$ cat config.mk
export PLATFORM = sky130hd
export DESIGN_NAME = zoh_top_pipelined
export DESIGN_NICKNAME = d
export VERILOG_FILES = /design/src/rtl/zoh_top_pipelined_pkg.sv /design/src/rtl/i2s_rx_left.sv /design/src/rtl/zoh_top_pipelined.sv
export SDC_FILE = /design/constraint.sdc
export NUM_CORES = 1
export LEC_CHECK = 0
export CAP_MARGIN = 30
export CELL_PAD_IN_SITES_DETAIL_PLACEMENT = 1
export CELL_PAD_IN_SITES_GLOBAL_PLACEMENT = 1
export CORE_AREA = 4 4 91 93
export DETAILED_ROUTE_END_ITERATION = 8
export DIE_AREA = 0 0 95 97
export PLACE_DENSITY = 0.75
export SYNTH_ARGS = -nofsm -noshare
export SYNTH_HDL_FRONTEND = slang
export SYNTH_HIERARCHICAL = 1
export SYNTH_SLANG_ARGS = --single-unit
$ cat constraint.sdc
create_clock -name CLK -period 2.8 [get_ports CLK]
set_input_delay 0.28 -clock CLK [delete_from_list [all_inputs] [get_ports CLK]]
set_output_delay 0.28 -clock CLK [all_outputs]
set_load 0.03 [all_outputs]
$ cat src/rtl/zoh_top_pipelined_pkg.sv
// Shared definitions for the zero-order-hold interpolation datapath.
// Contents: sample widths, receiver state encoding, and the helper that
// left-justifies a 16-bit input sample into the 20-bit DAC word.
package zoh_top_pipelined_pkg;

  localparam int IN_W  = 16;  // I2S sample width
  localparam int OUT_W = 20;  // DAC word width
  localparam int PAD_W = 4;   // low-order zero padding, OUT_W - IN_W

  typedef enum logic [1:0] {
    RX_IDLE,
    RX_SKIP,
    RX_SHIFT
  } rx_state_t;

  // Left-justify: the 16-bit sample occupies the top bits, so the numeric
  // value is sample * 2**PAD_W with the sign preserved.
  function automatic logic signed [OUT_W-1:0] zoh_pad(input logic signed [IN_W-1:0] s);
    return {s, {PAD_W{1'b0}}};
  endfunction

endpackage

$ cat src/rtl/i2s_rx_left.sv
// I2S left-channel receiver.
// Synchronizes the asynchronous I2S pins into the clk domain, detects edges
// on the bit clock and word select, and assembles one 16-bit left sample per
// frame (MSB first, one-bit delay after the word-select fall).
// Ports:
//   clk, rst            - system clock, synchronous active-high reset
//   serial_clk, lr_clk  - I2S bit clock / word select (async, sampled as data)
//   serial_in           - I2S data (async)
//   sample              - last completed left sample
//   sample_valid        - one-cycle strobe when sample is fresh
module i2s_rx_left
  import zoh_top_pipelined_pkg::*;
(
  input  logic                   clk,
  input  logic                   rst,
  input  logic                   serial_clk,
  input  logic                   lr_clk,
  input  logic                   serial_in,
  output logic signed [IN_W-1:0] sample,
  output logic                   sample_valid
);

  // [0],[1] form the 2-FF synchronizer; [2] is the previous synced value
  // used only for edge detection.
  logic [2:0] sclk_q;
  logic [2:0] lr_q;
  logic [1:0] din_q;

  always_ff @(posedge clk) begin
    if (rst) begin
      sclk_q <= '0;
      lr_q   <= '0;
      din_q  <= '0;
    end else begin
      sclk_q <= {sclk_q[1:0], serial_clk};
      lr_q   <= {lr_q[1:0], lr_clk};
      din_q  <= {din_q[0], serial_in};
    end
  end

  logic sclk_rise;
  logic lr_fall;
  logic lr_rise;
  logic din;

  assign sclk_rise = sclk_q[1] & ~sclk_q[2];
  assign lr_fall   = ~lr_q[1] & lr_q[2];
  assign lr_rise   = lr_q[1] & ~lr_q[2];
  assign din       = din_q[1];

  rx_state_t       state, state_n;
  logic [3:0]      cnt, cnt_n;
  logic [IN_W-1:0] sr, sr_n;
  logic            valid_n;

  always_ff @(posedge clk) begin
    if (rst) begin
      state        <= RX_IDLE;
      cnt          <= '0;
      sr           <= '0;
      sample_valid <= 1'b0;
    end else begin
      state        <= state_n;
      cnt          <= cnt_n;
      sr           <= sr_n;
      sample_valid <= valid_n;
    end
  end

  always_comb begin
    state_n = state;
    cnt_n   = cnt;
    sr_n    = sr;
    valid_n = 1'b0;
    case (state)
      RX_IDLE: begin
        if (lr_fall) begin
          state_n = RX_SKIP;
          cnt_n   = '0;
        end
      end
      RX_SKIP: begin
        // First bit-clock rise after the word-select fall carries the
        // previous word's tail (I2S one-bit delay) and is dropped.
        if (lr_rise)        state_n = RX_IDLE;
        else if (sclk_rise) state_n = RX_SHIFT;
      end
      RX_SHIFT: begin
        if (lr_rise) begin
          // Word select went right before 16 bits arrived: discard.
          state_n = RX_IDLE;
        end else if (sclk_rise) begin
          sr_n = {sr[IN_W-2:0], din};
          if (cnt == 4'd15) begin
            state_n = RX_IDLE;
            valid_n = 1'b1;
            cnt_n   = '0;
          end else begin
            cnt_n = cnt + 4'd1;
          end
        end
      end
      default: state_n = RX_IDLE;
    endcase
  end

  // sr only changes inside SHIFT, so it is stable while sample_valid is high
  // and until the next frame starts shifting.
  assign sample = sr;

endmodule

$ cat src/rtl/zoh_top_pipelined.sv
// Zero-order-hold interpolation datapath.
// Receives left-channel I2S samples, holds the latest one as a 20-bit
// left-justified word (Q), and re-sends Q to a serial DAC every OUT_DIV
// cycles as a 20-bit MSB-first frame framed by an active-low LE.
// Ports:
//   CLK, RST                       - system clock, synchronous active-high reset
//   serial_clk, lr_clk, serial_in  - I2S input (asynchronous)
//   serial_out                     - DAC data, changes on clk_out falling edge
//   clk_out                        - DAC shift clock, idle low
//   LE                             - DAC latch enable, low during a frame
module zoh_top_pipelined
  import zoh_top_pipelined_pkg::*;
#(
  parameter int OUT_DIV  = 584,
  parameter int SCLK_DIV = 4
) (
  input  logic CLK,
  input  logic RST,
  input  logic serial_clk,
  input  logic lr_clk,
  input  logic serial_in,
  output logic serial_out,
  output logic clk_out,
  output logic LE
);

  localparam int TW   = $clog2(OUT_DIV);
  localparam int PW   = $clog2(SCLK_DIV);
  localparam int HALF = SCLK_DIV / 2;

  localparam logic [TW-1:0] T_LAST  = TW'(OUT_DIV - 1);
  localparam logic [PW-1:0] PH_LAST = PW'(SCLK_DIV - 1);
  localparam logic [PW-1:0] PH_FALL = PW'(HALF - 1);
  localparam logic [4:0]    NBITS   = 5'(OUT_W);

  logic signed [IN_W-1:0] rx_sample;
  logic                   rx_valid;

  i2s_rx_left u_rx (
    .clk          (CLK),
    .rst          (RST),
    .serial_clk   (serial_clk),
    .lr_clk       (lr_clk),
    .serial_in    (serial_in),
    .sample       (rx_sample),
    .sample_valid (rx_valid)
  );

  logic signed [OUT_W-1:0] q;      // held sample (the ZOH)
  logic [TW-1:0]           tmr;    // output-rate timer
  logic                    tick;
  logic [OUT_W-1:0]        sr;     // word in flight; MSB drives serial_out
  logic [PW-1:0]           ph;     // phase within one clk_out period
  logic [4:0]              nb;     // clk_out rising edges issued this frame

  assign tick       = (tmr == T_LAST);
  assign serial_out = sr[OUT_W-1];

  always_ff @(posedge CLK) begin
    if (RST) begin
      q       <= '0;
      tmr     <= '0;
      sr      <= '0;
      ph      <= '0;
      nb      <= '0;
      clk_out <= 1'b0;
      LE      <= 1'b1;
    end else begin
      tmr <= tick ? '0 : tmr + 1'b1;

      // Q is independent of the serializer: a sample landing mid-frame
      // only affects the next snapshot.
      if (rx_valid) q <= zoh_pad(rx_sample);

      if (LE) begin
        if (tick) begin
          LE <= 1'b0;
          sr <= q;
          ph <= '0;
          nb <= '0;
        end
      end else if (nb == NBITS) begin
        // One cycle after the last rising edge: close the frame. The LE
        // rise latches the word in the DAC.
        LE      <= 1'b1;
        clk_out <= 1'b0;
        sr      <= '0;
        ph      <= '0;
        nb      <= '0;
      end else begin
        ph <= (ph == PH_LAST) ? '0 : ph + 1'b1;
        if (ph == PH_LAST) begin
          clk_out <= 1'b1;
          nb      <= nb + 5'd1;
        end else if (ph == PH_FALL && nb != 5'd0) begin
          // Falling edge: advance to the next bit so it is settled for a
          // full half period before the following rising edge.
          clk_out <= 1'b0;
          sr      <= {sr[OUT_W-2:0], 1'b0};
        end
      end
    end
  end

endmodule

== Word level (Yosys, flattened, before mapping) ==
Index checks and enable logic that the tools add are counted.
Storage, ports and cells
  flip-flop bits (word level): 86
  input port bits: 5
  output and inout bits: 3
  word-level logic and storage cells: 90
Cells by class
  add/sub/neg operators: 4
  equality and inequality tests: 15
  mux-type cells: 32
  bitwise gates (word level): 10
  reduce and logical (&&, ||, !) cells: 15
Operators by type and width (number)
  $mux 20: 5
  $mux 2: 10
  $mux 5: 4
  $mux 4: 4
  $add 10x1->10 const B: 1
  $eq 10x10->1 const B: 1
  $ne 3x1->1 const B: 3
  $reduce_bool 3->1: 3
  $pmux 4 s2: 1
  $reduce_and 4->1: 2
  $mux 1: 7
  $not 1->1: 7
  $ne 2x1->1 const B: 3
  $pmux 2 s3: 1
  $reduce_and 3->1: 2
  $add 5x1->5 const B: 1
  $eq 5x5->1 const B: 1
  $reduce_bool 5->1: 1
  $add 4x1->4 const B: 1
  $eq 2x1->1 const B: 2
  $eq 2x2->1 const B: 2
  $eq 4x4->1 const B: 1
  $reduce_and 2->1: 2
  $reduce_or 4->1: 1
  other kinds (8): 10

== Logic depth before layout (Yosys ltp) ==
Gate-level depths: netlist of the first run.
  depth in word-level cells: 6
  gate-level depth with buffers: 9

== Hierarchy ==
Netlist of the first run, hierarchy kept.
Modules (own cells, without submodules)
  zoh_top_pipelined: instances 1, cells each 234, area each 2264.7 um^2, seq. area each 1021.0 um^2
  i2s_rx_left: instances 1, cells each 129, area each 1134.8 um^2, seq. area each 620.6 um^2

== Least setup slack after synthesis of the first run ==
Ideal clock, no wire load.
  path kind: register to register
  start: register nb[0]
  end: register sr[10]
  setup time: 86 ps
  arrival time: 2037 ps
  data required time: 2714 ps
  slack: 677 ps
  stages on the path, launching flop included: 8
  buffers on the path: 1
  clock period less this slack: 2123 ps
  cell sequence: dfxtp_1 inv_1 ha_1 or4b_1 a311oi_4 clkbuf_1 a221oi_1 a221oi_2
Between the ends
  word-level cells in the longest chain between the ends: 4
RTL lines
  from (decl): RTL line zoh_top_pipelined.sv:54  | logic [4:0] nb;
  from (signal assigned): RTL line zoh_top_pipelined.sv:94  | nb <= nb + 5'd1;
  $reduce_bool 5->1: RTL line zoh_top_pipelined.sv:95  | end else if (ph == PH_FALL && nb != 5'd0) begin
  $logic_and 1x1->1: RTL line zoh_top_pipelined.sv:95
  $reduce_bool 3->1 (no source line)
  $reduce_and 3->1 (no source line)
  to (signal assigned): RTL line zoh_top_pipelined.sv:78  | sr <= q;
  to (signal assigned): RTL line zoh_top_pipelined.sv:99  | sr <= {sr[OUT_W-2:0], 1'b0};
  to (decl): RTL line zoh_top_pipelined.sv:52  | logic [OUT_W-1:0] sr;
Several ways; a longest one is shown, not always the timed one.
A chain may end at the register's enable or synchronous reset.

== Final worst setup path of the first run ==
  start: register nb[0]
  end: register sr[8]
The elaborated chain is that of the path after synthesis.

==> results of run 1 <==
[where the power goes]
part / switching, uW / leakage (uW) / internal [uW]
clock network: 411 / 0.000114 / 592
logic: 28.9 / 0.000440 / 16.8
registers: 6.65 / 0.000662 / 1170
[registers in the layout, summed over array words and instances, names as in the netlist, 3 cells and up]
name         cells
nb               5
sr              16
u_rx/lr_q        3
tmr             10
u_rx/cnt         4
u_rx/sample     16
u_rx/sclk_q      3
q               16
[cell usage after synthesis, types with 5 or more instances]
| library cell | instances |
|---|---|
| mux2i_1 | 17 |
| nand2_1 | 43 |
| inv_1 | 24 |
| xor2_1 | 5 |
| a21oi_1 | 25 |
| ha_1 | 6 |
| nor3_1 | 9 |
| nor2b_1 | 9 |
| a221oi_2 | 10 |
| a221oi_1 | 21 |
| and3_1 | 5 |
| nand3_1 | 10 |
| nor2_1 | 33 |
| dfxtp_1 | 82 |
| clkbuf_1 | 17 |
[metal layers]
layer	vias up	GRT usage, %	routed length [um]
li1	1270	-	-
met5	-	0	0
met3	9	3.810	137
met4	0	5.549	91
met1	1209	21.48	3288
met2	15	25.76	3335
[critical path, stage by stage (launching register included)]
cell and delay [ns]:
dfxtp_1 0.33, inv_1 0.10, ha_1 0.17, or4b_1 0.51, a311oi_4 0.32, or2_1 0.65
a221oi_1 0.20
[logic make-up (layout without fill, tap and decap cells)]
| logic type | Yosys count | after routing |
|---|---|---|
| mux | 17 | 17 |
| flops | 82 | 82 |
| xor+xnor | 9 | 9 |
| buf+inv | 50 | 52 |
| compound gates | 71 | 71 |
| fa+ha+maj | 6 | 6 |
| simple gates | 128 | 128 |
[through the flow]
step                power (uW)  worst slack [ns]  instances
finish                    2230            0.3597        467
global route              2318            0.1978        467
CTS                       2262            0.3318        467
detailed placement        1255            0.3541        451
global placement          1253            0.4546        451
floorplan                 1239            0.6766        363
[worst min path at each step]
stage                             startpoint                       end
floorplan                                RST  u_rx/din_q[1]$_SDFF_PP0_
global placement    u_rx/din_q[0]$_SDFF_PP0_  u_rx/din_q[1]$_SDFF_PP0_
detailed placement  u_rx/din_q[0]$_SDFF_PP0_  u_rx/din_q[1]$_SDFF_PP0_
CTS                                      RST        q[11]$_SDFFE_PP0P_
global route                             RST         q[9]$_SDFFE_PP0P_
finish                                   RST        ph[0]$_SDFFE_PP0P_
[cell type report]
class / instances / area, um^2
Fill cell: 905 / 3780
Sequential cell: 82 / 1642
Multi-Input combinational cell: 231 / 1539
Clock buffer: 11 / 131.4
Tap cell: 102 / 127.6
Timing Repair Buffer: 12 / 115.1
Clock inverter: 5 / 102.6
Inverter: 24 / 90.09
==> results.py, run 1 <==
metrics = {
    "status": {
        "status": "completed",
    },
    "finish": {
        "layout_commonest_cell": "dfxtp_1",
        "drive_gt1_share_pct": 9.863,
        "fin_util_pct": 49.78,
        "final_nets": 371,
        "diodes": 0,
        "syn2layout_area_growth_pct": 10.23,
        "design_area_mm2": 0.003747,
        "layout_common_cells": "82 x dfxtp_1, 43 x nand2_1, 33 x nor2_1",
    },
    "die": {
        "start_util_pct": 45.16,
        "core_mm2": 0.007527,
        "die-area_mm2": 0.009215,
        "ioPinCount": 8,
        "die_width_um": 95,
        "fp.dieH_um": 97,
        "rows": 32,
    },
    "clock_tree": {
        "post_cts_buffers": 0,
        "cts_buffers": 9,
        "cts_root_buf": "clkbuf_8",
        "clockBufferDepth": 2,
        "clk_pin_slew_ns": 0.08,
        "htree_levels": 3,
        "cts.sinks": 82,
        "cts_tree": "built",
        "cts_hold_buf": 0,
        "clk_latency_ns": 0.35,
        "cts_resized": 0,
    },
    "global_route": {
        "antenna_found_initial": 0,
        "grt_start_max_net_pins": 75,
        "overflow": 0,
        "grt_pass1_vias": 2524,
        "grt_usage_pct": 16.25,
        "grt_pass1_wl_mm": 12.14,
    },
    "worst_setup_path": {
        "critPathLaunchType": "flop",
        "crit_end": "sr[8]$_SDFFE_PP0P_",
        "required_ns": 2.99,
        "reg2reg_depth": 6,
        "arrival_ns": 2.63,
        "timing.rr.start": "nb[0]$_SDFFE_PP0P_",
        "worstSetupPathType": "reg2reg",
        "rrSetupSlack_ns": 0.36,
        "reg2reg_to": "sr[8]$_SDFFE_PP0P_",
        "endpoint_kind": "flop",
        "path_max_fanout": 15,
        "crit_start": "nb[0]$_SDFFE_PP0P_",
    },
    "synth": {
        "yosys-top-cells-area": "dfxtp_1 48%, a221oi_1 5.4%, mux2i_1 5.0%",
        "synth_mux_area_share_pct": 5.006,
        "synth-xor-area-share_pct": 2.319,
        "avgSynthCellArea_um2": 9.365,
        "synth.distinct_cells": 41,
        "synth_edf_count": 0,
        "synth-main-ff-cell": "dfxtp_1",
        "synth_nets": 374,
        "synth-seq-cells": 82,
        "synth_top_family_by_area": "simple AND/OR/NAND/NOR gates",
        "syn_inst": 363,
        "synth-compound-area-share_pct": 17.37,
        "synthAdderAreaFrac_pct": 2.208,
        "synthSimpleGateAreaFrac_pct": 18.37,
        "synth_warnings": 6,
        "async_flop_share_pct": 0,
        "synth_top_cell_by_area": "dfxtp_1",
        "synth_top_area_share_pct": 48.29,
        "synth_area_mm2": 0.003400,
        "ys_seq_area_share_pct": 48.29,
    },
    "timing": {
        "timing.fmax_mhz": 409.8,
        "fin_crit_ns": 2.440,
        "tightest_slew_ns": 0.9555,
        "skew_ns": 0.01093,
        "rsz0062_at_grt": "no",
        "hold_viol_final": 0,
        "max-slew-margin-rel_pct": 36.21,
        "min_period_over_period_pct": 87.15,
        "maxSlewViolCount": 0,
        "setup-tns-final_ns": 0,
        "setup_viol": 0,
        "whs_ns": 0.4205,
    },
    "drt": {
        "drt_iter0_drc": 150,
        "vias": 2503,
        "first_pass_iters": 4,
        "post_drt_wl_per_cell_um": 14.67,
        "viasPerCell": 5.360,
        "detail_route.drc_violations": 0,
        "postRouteAntennaNets": 0,
        "drt_wl_total_mm": 6.852,
    },
    "place": {
        "place_congestion": 0.7462,
        "placed_area_mm2": 0.003513,
        "port_buffers": 7,
        "detailedPlacementHpwl_mm": 4.421,
    },
    "power": {
        "p_per_area_mw_per_mm2": 595.0,
        "p_leak_uw": 0.001216,
        "vdd_drop_max_mv": 0.3381,
    },
    "flow_run": {
        "cap_violations": 0,
    },
    "hold_path": {
        "min_delay_path_depth": 3,
        "holdCritPathClass": "in2reg",
    },
}
Power figures use the tool's default switching activity.
==> inputs of run 2 (changes only) <==
Settings changed: CORE_AREA 4 4 91 93 to 3 3 90 92, DIE_AREA 0 0 95 97 to 0 0 93 95, SLEW_MARGIN set to 40.
==> run 2 against run 1 <==
- count of clock-buffer cells in the layout rose by 3
- combinational power fell by 2%
- core utilization rose by 0.87 points
- via count rose by 0.72%
- non-clock buffer count did not move
- global-route usage rose by 1.1 points
- flip-flop and latch count did not move
- register-to-register slack barely moved
- clock power fell by 21%
- power fell by 9.5%
- sequential power barely moved
- routed wire length rose by 1.4%
==> results.py, run 2 (synthesized netlist as in run 1, its figures left out) <==
metrics = {
    "worst_setup_path": {
        "timing.rr.start": "nb[0]$_SDFFE_PP0P_",
        "path_max_fanout": 15,
        "arrival_ns": 2.62,
        "crit_slowest_cell": "or2_1",
        "reg2reg_depth": 6,
        "required_ns": 2.98,
        "reg2reg_to": "sr[8]$_SDFFE_PP0P_",
        "crit_path_max_incr_delay_ns": 0.63,
        "rrSetupSlack_ns": 0.36,
        "critPathLaunchType": "flop",
        "worstSetupPathType": "reg2reg",
        "endpoint_kind": "flop",
        "crit_chain": "inv_1, ha_1, or4b_1, a311oi_4, or2_1, a221oi_1",
    },
    "flow_run": {
        "cap_violations": 0,
    },
    "clock_tree": {
        "cts_buffers": 9,
        "cts_hold_buf": 0,
        "cts_root_buf": "clkbuf_8",
        "post_cts_buffers": 0,
        "clk_latency_ns": 0.34,
        "cts.sinks": 82,
        "cts_resized": 0,
        "cts_tree": "built",
        "htree_levels": 3,
        "clk_pin_slew_ns": 0.09,
        "clockBufferDepth": 2,
    },
    "finish": {
        "layout_common_cells": "81 x dfxtp_1, 43 x nand2_1, 33 x nor2_1",
        "syn2layout_area_growth_pct": 8.649,
        "final_nets": 371,
        "diodes": 0,
        "layout_commonest_cell": "dfxtp_1",
        "drive_gt1_share_pct": 10.14,
        "fin_util_pct": 50.65,
    },
    "drt": {
        "post_drt_wl_per_cell_um": 14.97,
        "detail_route.drc_violations": 0,
        "viasPerCell": 5.433,
        "drt_wl_total_mm": 6.947,
        "drt_iter0_drc": 93,
        "postRouteAntennaNets": 0,
        "vias": 2521,
        "first_pass_iters": 4,
    },
    "global_route": {
        "antenna_found_initial": 0,
        "grt_usage_pct": 17.36,
        "grt_pass1_wl_mm": 12.34,
        "use_met2_pct": 29.03,
        "use_met1_pct": 22.34,
        "grt.busiest_layer": "met2",
        "grt_pass1_vias": 2613,
        "overflow": 0,
        "grt_start_max_net_pins": 60,
        "met3_usage_pct": 2.948,
    },
    "place": {
        "detailedPlacementHpwl_mm": 4.578,
        "port_buffers": 7,
        "place_congestion": 0.7636,
    },
    "die": {
        "core_mm2": 0.007292,
        "die-area_mm2": 0.008835,
        "ioPinCount": 8,
        "die_width_um": 93,
        "rows": 31,
        "fp.dieH_um": 95,
        "start_util_pct": 46.62,
    },
    "hold_path": {
        "min-delay-start": "RST",
        "hold_end": "q[4]$_SDFFE_PP0P_",
        "holdCritPathClass": "in2reg",
        "min_delay_path_depth": 2,
    },
    "timing": {
        "tightest_slew_ns": 0.7438,
        "maxSlewViolCount": 0,
        "min_period_over_period_pct": 86.99,
        "max-slew-margin-rel_pct": 50.41,
        "setup-tns-final_ns": 0,
        "timing.fmax_mhz": 410.6,
        "rsz0062_at_grt": "no",
        "hold_viol_final": 0,
        "setup_viol": 0,
        "fin_crit_ns": 2.436,
        "skew_ns": 0.01052,
    },
    "status": {
        "status": "completed",
    },
    "power": {
        "p_per_area_mw_per_mm2": 546.5,
        "p_leak_uw": 0.001199,
        "vdd_drop_max_mv": 0.2958,
    },
}
[run 2: worst max path at each step]
stage | slack (ns) | from | end
6_report | 0.36 | nb[0]$_SDFFE_PP0P_ | sr[8]$_SDFFE_PP0P_
5_1_grt | 0.21 | nb[0]$_SDFFE_PP0P_ | sr[19]$_SDFFE_PP0P_
4_1_cts | 0.33 | nb[0]$_SDFFE_PP0P_ | sr[8]$_SDFFE_PP0P_
3_5_place_dp | 0.38 | nb[0]$_SDFFE_PP0P_ | sr[8]$_SDFFE_PP0P_
3_3_place_gp | 0.44 | nb[0]$_SDFFE_PP0P_ | sr[6]$_SDFFE_PP0P_
2_1_floorplan | 0.68 | nb[0]$_SDFFE_PP0P_ | sr[10]$_SDFFE_PP0P_
[run 2: critical path, delay by kind of cell, from the launching register on]
kind / cells / cell delay [ns]
buffers and inverters: 1 / 0.10
and+or+nand+nor: 2 / 1.14
adders and majority gates: 1 / 0.16
DFF: 1 / 0.33
AOI/OAI and AO/OA: 2 / 0.55
[run 2: final cells by class]
type                       instances  area [um^2]
timing repair buffer              12        115.1
clock buffer                      14        172.7
tap                               99        123.9
sequential                        82         1643
inverter                          24        90.09
fill                             887         3598
multi-input combinational        231         1539
clock inverter                     2        10.01
[run 2: routing by layer]
layer,up-vias,routed length [um],share of wire [%]
li1,1273,-,-
met1,1220,3427,49
met2,18,3324,48
met3,10,103,1.5
met4,0,92,1.3
met5,-,0,0
[run 2: where the power goes]
| part | internal, uW | switching [uW] | total (uW) | leakage (uW) |
|---|---|---|---|---|
| clock network | 394 | 399 | 793 | 0.0000965 |
| registers | 1170 | 6.52 | 1180 | 0.000663 |
| logic | 16.6 | 28.5 | 45.1 | 0.000440 |
[run 2: stage by stage]
| stage | total power [uW] | hold WS [ns] | setup slack [ns] | instance area (um^2) | std cells |
|---|---|---|---|---|---|
| after CTS | 2045 | 0.3000 | 0.3252 | 3694 | 464 |
| after global placement | 1253 | 0.4193 | 0.4389 | 3510 | 448 |
| final | 2018 | 0.3077 | 0.3643 | 3694 | 464 |
| after floorplan | 1239 | 0.3516 | 0.6766 | 3400 | 363 |
| after detailed placement | 1254 | 0.4281 | 0.3790 | 3511 | 448 |
| after global routing | 2106 | 0.3254 | 0.2113 | 3694 | 464 |
==> inputs of run 3 (changes only) <==
Settings changed: GPL_ROUTABILITY_DRIVEN set to 0, MAX_ROUTING_LAYER set to met4.
==> run 3 against run 2 <==
- global-route usage up 0.50 points
- largest power group unchanged
- routed wire length shrank 0.81%
- highest routed layer unchanged
- flip-flop and latch count did not move
- largest cell class unchanged
- combinational power hardly changed
==> results.py, run 3 (synthesized netlist as in run 1, its figures left out) <==
metrics = {
    "global_route": {
        "grt_usage_pct": 17.86,
        "grt_pass1_wl_mm": 12.35,
        "grt_start_max_net_pins": 60,
        "antenna_found_initial": 0,
        "overflow": 0,
        "grt_pass1_vias": 2622,
    },
    "drt": {
        "detail_route.drc_violations": 0,
        "viasPerCell": 5.468,
        "drt_iter0_drc": 125,
        "first_pass_iters": 6,
        "drt_wl_total_mm": 6.891,
        "postRouteAntennaNets": 0,
        "vias": 2537,
        "post_drt_wl_per_cell_um": 14.85,
    },
    "finish": {
        "design_area_mm2": 0.003694,
        "register_area_mm2": 0.001643,
        "fill_cells": 887,
        "drive_gt1_share_pct": 10.14,
        "layout_commonest_cell": "dfxtp_1",
        "layout_common_cells": "81 x dfxtp_1, 43 x nand2_1, 33 x nor2_1",
        "syn2layout_area_growth_pct": 8.649,
        "final_nets": 371,
        "diodes": 0,
        "multi_input_area_mm2": 0.001539,
    },
    "timing": {
        "min_period_over_period_pct": 87.54,
        "setup-tns-final_ns": 0,
        "rsz0062_at_grt": "no",
        "hold_viol_final": 0,
        "tightest_slew_ns": 0.7602,
        "max-slew-margin-rel_pct": 49.32,
        "maxSlewViolCount": 0,
        "whs_ns": 0.3121,
        "timing.fmax_mhz": 408.0,
        "fin_crit_ns": 2.451,
        "skew_ns": 0.01124,
        "setup_viol": 0,
    },
    "clock_tree": {
        "cts_root_buf": "clkbuf_8",
        "clk_pin_slew_ns": 0.09,
        "cts_resized": 0,
        "post_cts_buffers": 0,
        "htree_levels": 3,
        "clockBufferDepth": 2,
        "clk_latency_ns": 0.34,
        "cts.sinks": 82,
        "cts_buffers": 9,
        "cts_tree": "built",
        "cts_hold_buf": 0,
    },
    "flow_run": {
        "cap_violations": 0,
    },
    "worst_setup_path": {
        "critPathLaunchType": "flop",
        "crit_path_max_incr_delay_ns": 0.64,
        "cp_top_family": "simple AND/OR/NAND/NOR gates",
        "worst-path-buf-inv": 1,
        "crit_chain": "inv_1, ha_1, or4b_1, a311oi_4, or2_1, a221oi_1",
        "cp.depth": 6,
        "required_ns": 2.98,
        "path_max_fanout": 15,
        "reg2reg_depth": 6,
        "arrival_ns": 2.63,
        "crit_slowest_cell": "or2_1",
        "worstSetupPathType": "reg2reg",
        "endpoint_kind": "flop",
    },
    "die": {
        "core_mm2": 0.007292,
        "ioPinCount": 8,
        "die-area_mm2": 0.008835,
        "rows": 31,
        "die_width_um": 93,
        "fp.dieH_um": 95,
        "start_util_pct": 46.62,
    },
    "place": {
        "placed_area_mm2": 0.003511,
        "port_buffers": 7,
        "detailedPlacementHpwl_mm": 4.578,
    },
    "power": {
        "p_per_area_mw_per_mm2": 546.0,
        "vdd_drop_max_mv": 0.2946,
        "p_leak_uw": 0.001199,
    },
    "hold_path": {
        "min_delay_path_depth": 2,
        "holdCritPathClass": "in2reg",
    },
    "status": {
        "status": "completed",
    },
}
## run 3: cell counts in the layout (fill, tap and decap cells not counted)
Identical to the previous run, type by type.
## run 3: area by class of cell
type	count	area share, %
sequential	82	44.48
multi-input combinational	231	41.67
clock buffer	14	4.675
tap	99	3.354
timing repair buffer	12	3.117
inverter	24	2.439
clock inverter	2	0.2710
## run 3: path summary, 6_finish.rpt
| check | from | to | slack [ns] |
|---|---|---|---|
| worst max-delay path | nb[0]$_SDFFE_PP0P_ | sr[8]$_SDFFE_PP0P_ | 0.35 |
| worst min-delay path | RST | q[4]$_SDFFE_PP0P_ | 0.31 |
| worst max register to register | nb[0]$_SDFFE_PP0P_ | sr[8]$_SDFFE_PP0P_ | 0.35 |
| worst min register to register | u_rx/sclk_q[0]$_SDFF_PP0_ | u_rx/sclk_q[1]$_SDFF_PP0_ | 0.44 |
## run 3: through the flow
| stage | cells | utilization [%] | worst slack, ns | power, uW |
|---|---|---|---|---|
| final | 464 | 50.65 | 0.3490 | 2017 |
| after global routing | 464 | 50.65 | 0.2113 | 2110 |
| after CTS | 464 | 50.65 | 0.3252 | 2045 |
| after detailed placement | 448 | 48.15 | 0.3790 | 1254 |
| after global placement | 448 | 48.13 | 0.4389 | 1253 |
| after floorplan | 363 | - | 0.6766 | 1239 |
## run 3: layer usage
| layer | global-route usage, % | routed length (um) | up-vias |
|---|---|---|---|
| li1 | - | - | 1270 |
| met3 | 2.948 | 107 | 9 |
| met4 | 6.838 | 80 | 0 |
| met2 | 29.09 | 3304 | 15 |
| met1 | 22.29 | 3399 | 1243 |
| met5 | - | 0 | - |
## run 3: power breakdown
part | internal, uW | leakage (uW) | switching (uW) | total (uW)
Sequential | 1170 | 0.000663 | 6.52 | 1180
Clock | 394 | 0.0000965 | 397 | 791
Combinational | 16.6 | 0.000440 | 28.4 | 45.0
